### config.mk
export PLATFORM = sky130hd
export DESIGN_NAME = systolic_feeder_2x2
export DESIGN_NICKNAME = d
export VERILOG_FILES = /design/src/rtl/systolic_feeder_2x2.sv
export SDC_FILE = /design/constraint.sdc
export NUM_CORES = 1
export LEC_CHECK = 0
export CORE_ASPECT_RATIO = 1.1
export CORE_UTILIZATION = 25
export CTS_BUF_LIST = sky130_fd_sc_hd__clkbuf_4 sky130_fd_sc_hd__clkbuf_8
export DETAILED_ROUTE_END_ITERATION = 16
export PLACE_DENSITY_LB_ADDON = 0.3
export SLEW_MARGIN = 10
export SYNTH_ARGS = -nofsm -noshare
export SYNTH_HDL_FRONTEND = slang
export SYNTH_SLANG_ARGS = --single-unit
### constraint.sdc
create_clock -name clk -period 13 [get_ports clk]
set_input_delay 1.95 -clock clk [delete_from_list [all_inputs] [get_ports clk]]
set_output_delay 1.95 -clock clk [all_outputs]
set_load 0.02 [all_outputs]
### src/rtl/systolic_feeder_2x2.sv
// Purpose: buffers K load beats of A/B, then drives the skewed W/N edge streams of a 2x2 FP32 array.
// Latency: last accepted beat -> CLEAR -> first FEED cycle (2 edges); FEED start to done = K+1+PE_LAT+1 cycles.
// Backpressure: in_ready is high only in IDLE/LOAD; done holds until done_ack, no beat is dropped or duplicated.
module systolic_feeder_2x2 #(
    parameter int DW     = 32,
    parameter int K      = 2,
    parameter int PE_LAT = 1
) (
    input  logic          clk,
    input  logic          reset,
    input  logic          in_valid,
    output logic          in_ready,
    input  logic [DW-1:0] in_a0,
    input  logic [DW-1:0] in_a1,
    input  logic [DW-1:0] in_b0,
    input  logic [DW-1:0] in_b1,
    output logic [DW-1:0] W0,
    output logic [DW-1:0] W1,
    output logic [DW-1:0] N0,
    output logic [DW-1:0] N1,
    output logic          acc_clr,
    output logic          busy,
    output logic          done,
    input  logic          done_ack
);

    // Beat index width, feed step width (0..K) and drain counter width (0..PE_LAT).
    localparam int BW = (K > 1) ? $clog2(K) : 1;
    localparam int TW = $clog2(K + 1);
    localparam int CW = (PE_LAT > 0) ? $clog2(PE_LAT + 1) : 1;

    localparam logic [BW-1:0] BEAT_LAST  = BW'(K - 1);
    localparam logic [TW-1:0] FEED_LAST  = TW'(K);
    localparam logic [CW-1:0] DRAIN_LAST = CW'(PE_LAT);

    typedef enum logic [2:0] {
        S_IDLE,
        S_LOAD,
        S_CLEAR,
        S_FEED,
        S_DRAIN,
        S_DONE
    } state_t;

    state_t        state_q;
    logic [BW-1:0] beat_q;
    logic [TW-1:0] feed_q;
    logic [CW-1:0] drain_q;

    logic [DW-1:0] w0_q, w1_q, n0_q, n1_q;
    logic [DW-1:0] w0_d, w1_d, n0_d, n1_d;
    logic          acc_clr_q, busy_q, done_q;

    // One slot per inner-dimension beat; contents are don't-care after reset.
    logic [DW-1:0] a0_q [K];
    logic [DW-1:0] a1_q [K];
    logic [DW-1:0] b0_q [K];
    logic [DW-1:0] b1_q [K];

    logic          load_fire;
    logic [TW-1:0] feed_nxt;

    assign in_ready  = (state_q == S_IDLE) || (state_q == S_LOAD);
    assign load_fire = in_valid && in_ready;
    assign feed_nxt  = feed_q + 1'b1;

    assign W0      = w0_q;
    assign W1      = w1_q;
    assign N0      = n0_q;
    assign N1      = n1_q;
    assign acc_clr = acc_clr_q;
    assign busy    = busy_q;
    assign done    = done_q;

    // Capture each accepted beat into the slot selected by the beat counter.
    always_ff @(posedge clk) begin
        if (load_fire) begin
            a0_q[beat_q] <= in_a0;
            a1_q[beat_q] <= in_a1;
            b0_q[beat_q] <= in_b0;
            b1_q[beat_q] <= in_b1;
        end
    end

    // Edge values for FEED step feed_q+1: row/col 0 lead, row/col 1 lag one step; +0.0 outside the window.
    always_comb begin
        w0_d = '0;
        w1_d = '0;
        n0_d = '0;
        n1_d = '0;
        if (feed_q != FEED_LAST) begin
            w1_d = a1_q[feed_q[BW-1:0]];
            n1_d = b1_q[feed_q[BW-1:0]];
            if (feed_nxt != FEED_LAST) begin
                w0_d = a0_q[feed_nxt[BW-1:0]];
                n0_d = b0_q[feed_nxt[BW-1:0]];
            end
        end
    end

    // Control FSM; all array-facing outputs are registered so they only move on clock edges.
    always_ff @(posedge clk) begin
        if (reset) begin
            state_q   <= S_IDLE;
            beat_q    <= '0;
            feed_q    <= '0;
            drain_q   <= '0;
            w0_q      <= '0;
            w1_q      <= '0;
            n0_q      <= '0;
            n1_q      <= '0;
            acc_clr_q <= 1'b0;
            busy_q    <= 1'b0;
            done_q    <= 1'b0;
        end else begin
            acc_clr_q <= 1'b0;
            case (state_q)
                S_IDLE, S_LOAD: begin
                    if (load_fire) begin
                        if (beat_q == BEAT_LAST) begin
                            state_q   <= S_CLEAR;
                            beat_q    <= '0;
                            acc_clr_q <= 1'b1;
                            busy_q    <= 1'b1;
                        end else begin
                            state_q <= S_LOAD;
                            beat_q  <= beat_q + 1'b1;
                        end
                    end
                end
                S_CLEAR: begin
                    state_q <= S_FEED;
                    feed_q  <= '0;
                    w0_q    <= a0_q[0];
                    n0_q    <= b0_q[0];
                    w1_q    <= '0;
                    n1_q    <= '0;
                end
                S_FEED: begin
                    if (feed_q == FEED_LAST) begin
                        state_q <= S_DRAIN;
                        feed_q  <= '0;
                        drain_q <= '0;
                        w0_q    <= '0;
                        w1_q    <= '0;
                        n0_q    <= '0;
                        n1_q    <= '0;
                    end else begin
                        feed_q <= feed_nxt;
                        w0_q   <= w0_d;
                        w1_q   <= w1_d;
                        n0_q   <= n0_d;
                        n1_q   <= n1_d;
                    end
                end
                S_DRAIN: begin
                    if (drain_q == DRAIN_LAST) begin
                        state_q <= S_DONE;
                        drain_q <= '0;
                        busy_q  <= 1'b0;
                        done_q  <= 1'b1;
                    end else begin
                        drain_q <= drain_q + 1'b1;
                    end
                end
                S_DONE: begin
                    if (done_ack) begin
                        state_q <= S_IDLE;
                        done_q  <= 1'b0;
                    end
                end
                default: begin
                    state_q <= S_IDLE;
                end
            endcase
        end
    end

endmodule
# Word level (Yosys, flattened, before mapping)
# Memories as Yosys holds them, arrays and structs flattened. A register that Yosys moved wholly into a read port is not among the register bits.
# Index checks and enable logic that the tools add are counted.
# Widths: inputs -> output; s select.
[word_totals] n_memories=4 wordCells=87 ramBits=256 inputBits=132 out_inout_bits=132 register_bits=138
[classes] n_bitwise=2 n_eq_ne=13 n_reduce_logical=14 mux=40 n_addsub=3
[memory_table] memory="a0_q" words=2 width=32 read_ports=2 rd_ports_with_merged_regs=0 write_ports=1 line="55" source="logic [DW-1:0] a0_q [K];"
[memory_table] memory="a1_q" words=2 width=32 read_ports=1 rd_ports_with_merged_regs=1 write_ports=1 line="56" source="logic [DW-1:0] a1_q [K];"
[memory_table] memory="b0_q" words=2 width=32 read_ports=2 rd_ports_with_merged_regs=0 write_ports=1 line="57" source="logic [DW-1:0] b0_q [K];"
[memory_table] memory="b1_q" words=2 width=32 read_ports=1 rd_ports_with_merged_regs=1 write_ports=1 line="58" source="logic [DW-1:0] b1_q [K];"
[op_table] op="$mux 32" count=10
[op_table] op="$pmux 32 s2" count=4
[op_table] op="$mux 1" count=15
[op_table] op="$pmux 3 s5" count=1
[op_table] op="$ne 2x2->1 const B" count=7
[op_table] op="$mux 3" count=4
[op_table] op="$reduce_and 4->1" count=2
[op_table] op="$reduce_bool 2->1" count=4
[op_table] op="$eq 3x2->1 const B" count=2
[op_table] op="$eq 3x3->1 const B" count=2
[op_table] op="$pmux 1 s2" count=3
[op_table] op="$mux 2" count=2
[op_table] op="$pmux 2 s2" count=1
[op_table] op="$reduce_and 2->1" count=2
[op_table] op="$eq 3x1->1 const B" count=1
[op_table] op="$logic_not 3->1" count=1
[op_table] op="$reduce_and 3->1" count=1
[op_table] op="$reduce_or 3->1" count=1
[op_table] op="$add 1x1->1 const B" count=2
[op_table] op="$add 2x1->2 const B" count=1
[op_table] op="$eq 2x2->1 const B" count=1
[op_table] op="$not 1->1" count=2
[op_table] op="$reduce_or 2->1" count=1
[op_table] op="$logic_and 1x1->1" count=1
[op_table] op="$logic_or 1x1->1" count=1

# Longest topological paths before layout
# Gate-level depths: netlist (run 1).
[logic_depth] ltp_word=6 depth_mapped=7 mapped_depth_nobuf=4

# Worst setup path after synthesis (run 1)
# No wires, ideal clock.
[synth_timing] path_type="input -> register" startpoint="in in_valid" endpoint="mem a0_q[0][0] (enable)" setup_time_ns=0.773 required_time_ns=12.227 path_slack_ns=1.580 stages=2 t_arrival_ns=10.647 path_buffers=0 cell_sequence="nand2b_1 nor3_1"
[synth_between] elab_chain_cells=3
[synth_lines] element="start: declaration" line="11" source="input logic in_valid,"
[synth_lines] element="$logic_and 1x1->1" line="64" source="assign load_fire = in_valid && in_ready;"
[synth_lines] element="$mux 1" line="77" source="if (load_fire) begin"
[synth_lines] element="$mux 1 (implied by the code)" line="78" source="a0_q[beat_q] <= in_a0;"
[synth_lines] element="end: declaration" line="55"
# Every way passes these cells.

# Worst setup path after layout (run 1)
[layout_timing] startpoint="reg state_q[1]" endpoint="out in_ready"
[layout_between] elab_chain_cells=2
[layout_lines] element="start: declaration" line="45" source="state_t state_q;"
[layout_lines] element="start signal: assignment" line="104" source="state_q <= S_IDLE;"
[layout_lines] element="start signal: assignment" line="121" source="state_q <= S_CLEAR;"
[layout_lines] element="start signal: assignment" line="126" source="state_q <= S_LOAD;"
[layout_lines] element="$eq 3x1->1 / $logic_not 3->1 (equally long branches)" line="63" source="assign in_ready = (state_q == S_IDLE) || (state_q == S_LOAD);"
[layout_lines] element="$logic_or 1x1->1 (*)" line="63"
[layout_lines] element="end: declaration" line="12" source="output logic in_ready,"
# Mark *: on every way between the ends. The rest lies on a longest branch, timed or not.

==> results of run 1 <==
cell usage after synthesis:
cell	number	area share [%]
sky130_fd_sc_hd__buf_4	2	0.11
sky130_fd_sc_hd__edfxtp_1	256	55
sky130_fd_sc_hd__o22a_1	1	0.062
sky130_fd_sc_hd__o22ai_1	1	0.044
sky130_fd_sc_hd__a21oi_1	9	0.32
sky130_fd_sc_hd__xnor2_1	1	0.062
sky130_fd_sc_hd__a21o_1	1	0.053
sky130_fd_sc_hd__nor3_1	66	2.3
sky130_fd_sc_hd__buf_6	12	0.96
sky130_fd_sc_hd__dfxtp_1	139	20
sky130_fd_sc_hd__nand2_1	4	0.11
sky130_fd_sc_hd__nor2b_1	5	0.22
sky130_fd_sc_hd__or3b_2	1	0.062
sky130_fd_sc_hd__buf_2	25	0.89
sky130_fd_sc_hd__a221oi_1	4	0.25
sky130_fd_sc_hd__nor2_1	139	3.7
sky130_fd_sc_hd__or2_2	2	0.089
sky130_fd_sc_hd__nand3b_2	1	0.080
sky130_fd_sc_hd__a221oi_2	60	6.4
sky130_fd_sc_hd__and2_1	1	0.044
sky130_fd_sc_hd__o21ai_0	2	0.071
sky130_fd_sc_hd__nand2b_1	3	0.13
sky130_fd_sc_hd__a21boi_0	1	0.053
sky130_fd_sc_hd__nand3_1	1	0.035
sky130_fd_sc_hd__o21a_1	1	0.053
sky130_fd_sc_hd__nor4bb_1	1	0.071
sky130_fd_sc_hd__nand3b_1	1	0.053
sky130_fd_sc_hd__clkbuf_1	26	0.69
sky130_fd_sc_hd__buf_1	2	0.053
sky130_fd_sc_hd__a211oi_1	1	0.053
sky130_fd_sc_hd__nor3_2	1	0.071
sky130_fd_sc_hd__a22oi_1	64	3.4
sky130_fd_sc_hd__mux2_2	64	5.1
kinds of logic (layout without fill, tap and decap cells):
group | Yosys count | in the layout | synth area share (%)
AO/OA/AOI/OAI | 145 | 145 | 10.8
flip-flops | 395 | 395 | 74.3
buffers and inverters | 67 | 405 | 2.70
XOR/XNOR | 1 | 1 | 0.0622
multiplexers | 64 | 64 | 5.12
AND/OR/NAND/NOR | 226 | 226 | 7.02
sequential cells by signal, summed over array words and instances, names as in the netlist, named ones only:
name     flops
a0_q        64
a1_q        64
b0_q        64
b1_q        64
N0          32
N1          32
W0          32
W1          32
state_q      3
feed_q       2
acc_clr      1
beat_q       1
busy         1
done         1
drain_q      1
metal layers:
metal / routed length (um) / vias up / GRT usage (%)
li1: - / 4007 / -
met5: 16 / - / 0
met3: 2710 / 51 / 4.67
met1: 15200 / 4210 / 15.1
met4: 735 / 2 / 5.08
met2: 16800 / 250 / 19.8
power by group through the flow:
stage	clock network [mW]	registers [mW]	logic, mW
floorplan	0	1.56	0.150
global placement	0	1.52	0.337
detailed placement	0	1.52	0.339
CTS	1.28	1.50	0.341
global route	1.33	1.51	0.362
finish	1.22	1.50	0.331
layout make-up:
| type | instances | area, sq um | area share [%] |
|---|---|---|---|
| Sequential cell | 395 | 10500 | 55.4 |
| Tap cell | 736 | 921 | 4.87 |
| Clock inverter | 22 | 163 | 0.860 |
| Clock buffer | 110 | 1360 | 7.18 |
| Timing Repair Buffer | 273 | 2720 | 14.4 |
| Multi-Input combinational cell | 436 | 3280 | 17.3 |
final timing paths:
check	end	slack [ns]	cells after the start
worst max-delay path	in_ready	9.00	2
worst min-delay path	busy	0.46	1
worst max register to register	W1[14]	10.00	4
worst min register to register	busy	0.46	1
through the flow:
step / worst slack, ns / cell area, sq um / total power [mW] / utilization (%)
5_1_grt: 8.85 / 18900 / 3.20 / 34.2
3_5_place_dp: 8.39 / 17400 / 1.86 / 31.5
6_report: 9.00 / 18900 / 3.05 / 34.2
2_1_floorplan: 1.58 / 14100 / 1.71 / -
3_3_place_gp: 8.41 / 17400 / 1.86 / 31.5
4_1_cts: 8.91 / 18900 / 3.11 / 34.2
==> impl_results.rst, run 1 <==
.. list-table::
   :header-rows: 1

   * - Metric
     - Value
   * - Run status
     - finished, final reports clean
   * - CP endpoint kind
     - output pin
   * - CTS clock-pin slew for the worst setup and hold paths
     - 0.06 ns
   * - Number of buffers on the longest clock path
     - 3
   * - Worst clock skew on the final layout
     - 0.0228 ns
   * - Sink Count
     - 395
   * - Average detailed-routed wire length per instance
     - 18.0 um
   * - Path class of the lowest-slack min-delay path
     - flip-flop to flip-flop
   * - Number of nets with antenna violations after routing
     - 0
   * - Switching portion of total power
     - 24.6%
   * - Unrepaired setup endpoints after global routing
     - false
   * - Proportion of power drawn by flip-flops and latches
     - between 40% and 50%
   * - Syn avg cell area
     - ~16 sq um
   * - Worst-skew pair later-pin latency
     - 0.64 ns
   * - Vias in the first global route
     - 9040
   * - Top library cells by usage in the layout, fill and taps aside
     - sky130_fd_sc_hd__clkdlybuf4s50_1 (262), sky130_fd_sc_hd__edfxtp_1 (256), sky130_fd_sc_hd__dfxtp_1 (138), sky130_fd_sc_hd__nor2_1 (138), sky130_fd_sc_hd__clkbuf_8 (85)
   * - Total Neg Setup Slack
     - 0 ns
   * - Flip-flop and latch count after synthesis
     - 395
   * - Number of distinct library cell variants in the gate-level netlist after synthesis
     - 33
   * - Post-Syn Instances
     - roughly 900
   * - Antenna Diode Count
     - 0
   * - Number of buffers inserted to repair setup after CTS
     - 0
   * - Initial drt markers
     - 379
   * - Sequential-to-total area share from yosys stat
     - 74.3%
   * - CP Data Required Time
     - 11.05 ns
   * - Area added between synthesis and finish
     - 34.3%
   * - Overall die height
     - 251 um
   * - Final slew viol count
     - 0
   * - Overall die area
     - 57300 sq um
   * - Net switching power
     - 0.750 mW
   * - Clock buffers created by TritonCTS
     - 71
   * - Count of nets after finishing
     - 1309
   * - Total wirelength of the detailed-routed design
     - 35.4 mm
   * - Post-synth net total
     - ~1000
   * - Final min period
     - 4.00 ns
   * - I/O pin total
     - 264
   * - Clock power share
     - 40.1%
   * - Hold violation total from the final report
     - 0
   * - Standard cell core area
     - 55300 sq um
   * - MaxCap Viol Count
     - 0
   * - Power density over the cells
     - 161 nW/um^2
   * - Buffers & Inverters on Critical Path
     - 1
   * - Combined area of all synthesized cells
     - approximately 14000 sq um
   * - Count of hold-fix buffers inserted at cts
     - 0
   * - Static leakage power
     - 6.25 nW
   * - Hold slack
     - 0.465 ns
   * - Count of H-tree levels built during CTS
     - 3
   * - Die X
     - 228 um
   * - Most frequent standard cell in the layout excluding fill and tap cells
     - sky130_fd_sc_hd__clkdlybuf4s50_1
   * - Via-per-instance ratio
     - 4.32
   * - Gates resized, CTS repair
     - 0
   * - Vias post-DR
     - 8520
   * - Arrival time at the worst endpoint
     - 2.05 ns
   * - RD Place Congestion
     - 0.693
   * - Floorplan row count
     - 90
   * - First-pass detailed-route iteration total
     - 4
   * - Hold wc startpoint
     - busy
   * - Logic pwr share
     - 10.8%
   * - Critical path's largest stage delay
     - around 0.67 ns
   * - Fin cells
     - 1972
   * - Antenna violations before repair
     - 1
   * - Ys Warns
     - 0
   * - R2r startpoint
     - state_q[2]
   * - Worst-margin pin slew
     - 1.09 ns
   * - Internal power component
     - 2.30 mW
   * - Post-route fraction of the period consumed by the critical path
     - 30.8%
   * - Wire length of the first global-routing pass
     - 53.8 mm
   * - Worst slew margin
     - 27.1%
   * - GR Overflow Total
     - 0
   * - Peak clock frequency supported by timing
     - ~0.25 GHz
   * - Initial cell density of the core
     - 25.5%
   * - CP Launch Point
     - state_q[1]
   * - Largest net degree at the start of global routing
     - 129
   * - Maximum vdd ir drop
     - 0.0701 mV
   * - Count of buffers from port buffering
     - ~260
   * - CP cell instances
     - nor2_1, clkdlybuf4s50_1
   * - Cell with the largest stage delay on the worst path
     - sky130_fd_sc_hd__dfxtp_1
   * - Critical Path Fanout Max
     - 16
   * - Fraction of layout cells with a size suffix above 1
     - 22.0%
   * - Placed Cells incl. Taps
     - 1840
   * - GRT Resource Usage Total
     - 12.4%
   * - Master cell of the clock root buffer
     - sky130_fd_sc_hd__clkbuf_8
   * - Family with the most delay on the worst path
     - flip-flops
   * - Final count of negative-setup-slack endpoints
     - 0
   * - Post-detailed-route DRC marker count
     - 0
   * - Type of origin of the critical path
     - flip-flop
   * - Type of the worst setup path
     - flip-flop to output pin
   * - HPWL Detailed
     - 19.6 mm
   * - CTS tree
     - yes
   * - Fillers
     - 5376
Note: power is estimated with default switching activity, not from simulation.
==> inputs of run 2 (changes only) <==
==> constraint.sdc (replaced) <==
create_clock -name clk -period 3.22 [get_ports clk]
set_input_delay 0.483 -clock clk [delete_from_list [all_inputs] [get_ports clk]]
set_output_delay 0.483 -clock clk [all_outputs]
set_load 0.02 [all_outputs]
==> impl_results.rst, run 2 (synthesis results as in run 1) <==
.. list-table::
   :header-rows: 1

   * - Metric
     - Value
   * - Count of buffers from port buffering
     - 263 (unchanged)
   * - Arrival time at the worst endpoint
     - 2.03 ns (was 2.05 ns)
   * - Final count of negative-setup-slack endpoints
     - 0 (unchanged)
   * - Most frequent standard cell in the layout excluding fill and tap cells
     - sky130_fd_sc_hd__clkdlybuf4s50_1 (unchanged)
   * - Post-route fraction of the period consumed by the critical path
     - 78.1%
   * - Path class of the lowest-slack min-delay path
     - input pin to flip-flop (was flip-flop to flip-flop)
   * - Post-detailed-route DRC marker count
     - 0 (unchanged)
   * - Count of H-tree levels built during CTS
     - 3 (unchanged)
   * - Maximum vdd ir drop
     - 0.344 mV (was 0.0701 mV)
   * - Unrepaired setup endpoints after global routing
     - false (unchanged)
   * - GRT Resource Usage Total
     - 12.2% (was 12.4%)
   * - Fillers
     - 5396 (was 5376)
   * - Area added between synthesis and finish
     - 35.4% (was 34.3%)
   * - Largest net degree at the start of global routing
     - 78 (was 129)
   * - MaxCap Viol Count
     - 0 (unchanged)
   * - Type of origin of the critical path
     - flip-flop (unchanged)
   * - Placed Instance Area
     - 17600 sq um (was 17400 sq um)
   * - Peak clock frequency supported by timing
     - 0.398 GHz
   * - Die X
     - 228 um (unchanged)
   * - Wire length of the first global-routing pass
     - 53.0 mm (was 53.8 mm)
   * - CTS tree
     - yes (unchanged)
   * - Vias post-DR
     - 8585 (was 8520)
   * - Sink Count
     - 395 (unchanged)
   * - Critical Path Fanout Max
     - 14 (was 16)
   * - Fin util
     - 34.5% (was 34.2%)
   * - Final design instance area without fill
     - 19100 sq um (was 18900 sq um)
   * - CTS clock-pin slew for the worst setup and hold paths
     - 0.06 ns (about the same)
   * - RD Place Congestion
     - 0.697 (was 0.693)
   * - Worst reg2reg path depth
     - 5 (was 4)
   * - Worst clock skew on the final layout
     - 0.0317 ns (was 0.0228 ns)
   * - Floorplan row count
     - 90 (unchanged)
   * - Hold violation total from the final report
     - 0 (unchanged)
   * - Master cell of the clock root buffer
     - sky130_fd_sc_hd__clkbuf_8 (unchanged)
   * - Via-per-instance ratio
     - 4.34 (was 4.32)
   * - CP endpoint kind
     - output pin (unchanged)
   * - Overall die area
     - 57300 sq um (unchanged)
   * - Run status
     - finished, final reports clean (unchanged)
   * - I/O pin total
     - 264 (unchanged)
   * - Worst-margin pin slew
     - 0.990 ns (was 1.09 ns)
   * - Antenna violations before repair
     - 2 (was 1)
   * - Hold Path Stages
     - 1 (unchanged)
   * - Count of nets after finishing
     - 1317 (was 1309)
   * - Worst-skew pair later-pin latency
     - 0.64 ns (about the same)
   * - Top library cells by usage in the layout, fill and taps aside
     - sky130_fd_sc_hd__clkdlybuf4s50_1 (262), sky130_fd_sc_hd__edfxtp_1 (256), sky130_fd_sc_hd__dfxtp_1 (138), sky130_fd_sc_hd__nor2_1 (138), sky130_fd_sc_hd__clkbuf_8 (80) (was sky130_fd_sc_hd__clkdlybuf4s50_1 (262), sky130_fd_sc_hd__edfxtp_1 (256), sky130_fd_sc_hd__dfxtp_1 (138), sky130_fd_sc_hd__nor2_1 (138), sky130_fd_sc_hd__clkbuf_8 (85))
   * - Gates resized, CTS repair
     - 0 (unchanged)
   * - CP Data Required Time
     - 2.74 ns (was 11.05 ns)
   * - Post-Place Setup Slack
     - 0.754 ns (was 8.39 ns)
   * - Power density over the cells
     - 635 nW/um^2 (was 161 nW/um^2)
   * - Least setup slack across all paths after layout
     - 0.705 ns (was 9.00 ns)
   * - Clock buffers created by TritonCTS
     - 70 (was 71)
   * - Number of buffers inserted to repair setup after CTS
     - 0 (unchanged)
   * - Placed Cells incl. Taps
     - 1849 (was 1840)
   * - Initial cell density of the core
     - 25.5% (unchanged)
   * - Total wirelength of the detailed-routed design
     - 35.0 mm (was 35.4 mm)
   * - Fin cells
     - 1978 (was 1972)
   * - Final min period
     - 2.51 ns
   * - Average detailed-routed wire length per instance
     - 17.7 um (was 18.0 um)
   * - Standard cell core area
     - 55300 sq um (unchanged)
   * - Vias in the first global route
     - 8912 (was 9040)
   * - Final slew viol count
     - 0 (unchanged)
   * - Static leakage power
     - 6.30 nW (was 6.25 nW)
   * - Initial drt markers
     - 404 (was 379)
   * - Number of buffers on the longest clock path
     - 3 (unchanged)
   * - First-pass detailed-route iteration total
     - 4 (unchanged)
   * - Overall die height
     - 251 um (unchanged)
   * - Number of nets with antenna violations after routing
     - 0 (unchanged)
   * - Worst slew margin
     - 34.0% (was 27.1%)
   * - Fraction of layout cells with a size suffix above 1
     - 22.5% (was 22.0%)
   * - Count of hold-fix buffers inserted at cts
     - 0 (unchanged)
   * - GR Overflow Total
     - 0 (unchanged)
   * - HPWL Detailed
     - 20.6 mm (was 19.6 mm)
   * - Type of the worst setup path
     - flip-flop to output pin (unchanged)
[run 2: power by group]
| part | total [mW] | leakage (nW) | internal [mW] | switching (mW) |
|---|---|---|---|---|
| registers | 6.03 | 3.52 | 5.86 | 0.174 |
| clock network | 4.68 | 0.757 | 2.66 | 2.01 |
| logic | 1.40 | 2.03 | 0.624 | 0.778 |
| total | 12.1 | 6.30 | 9.15 | 2.96 |
[run 2: worst paths after layout]
check	slack, ns	from	endpoint
worst max-delay path	0.71	state_q[2]	in_ready
worst min-delay path	0.43	in_b1[1]	b1_q[0][1]
worst max register to register	1.08	state_q[2]	N0[25]
worst min register to register	0.49	N0[20]	N0[20]
[run 2: layout make-up]
class / count / area, sq um / area share, %
sequential: 395 / 10500 / 54.9
timing repair buffer: 282 / 2950 / 15.5
antenna: 2 / 5.00 / 0.0262
multi-input combinational: 436 / 3290 / 17.3
tap: 736 / 921 / 4.83
clock buffer: 107 / 1300 / 6.84
clock inverter: 20 / 131 / 0.689
[run 2: metal layers]
layer	vias to the layer above	track usage, %	routed length (um)
li1	4026	-	-
met4	2	5.02	682
met2	264	19.6	16700
met3	46	4.93	2750
met1	4247	14.4	14800
met5	-	0	15
[run 2: stage by stage]
| step | total power [mW] | hold slack (ns) | setup TNS (ns) |
|---|---|---|---|
| 5_1_grt | 12.7 | 0.375 | 0 |
| 3_3_place_gp | 7.55 | 0.478 | 0 |
| 2_1_floorplan | 6.86 | 0.473 | -99.19 |
| 6_report | 12.1 | 0.428 | 0 |
| 3_5_place_dp | 7.58 | 0.479 | 0 |
| 4_1_cts | 12.4 | 0.341 | 0 |
[run 2: critical path, cell delays in order, from the launching register on]
cell and delay [ns]:
sky130_fd_sc_hd__dfxtp_1 0.67, sky130_fd_sc_hd__nor2_1 0.17, sky130_fd_sc_hd__clkdlybuf4s50_1 0.58
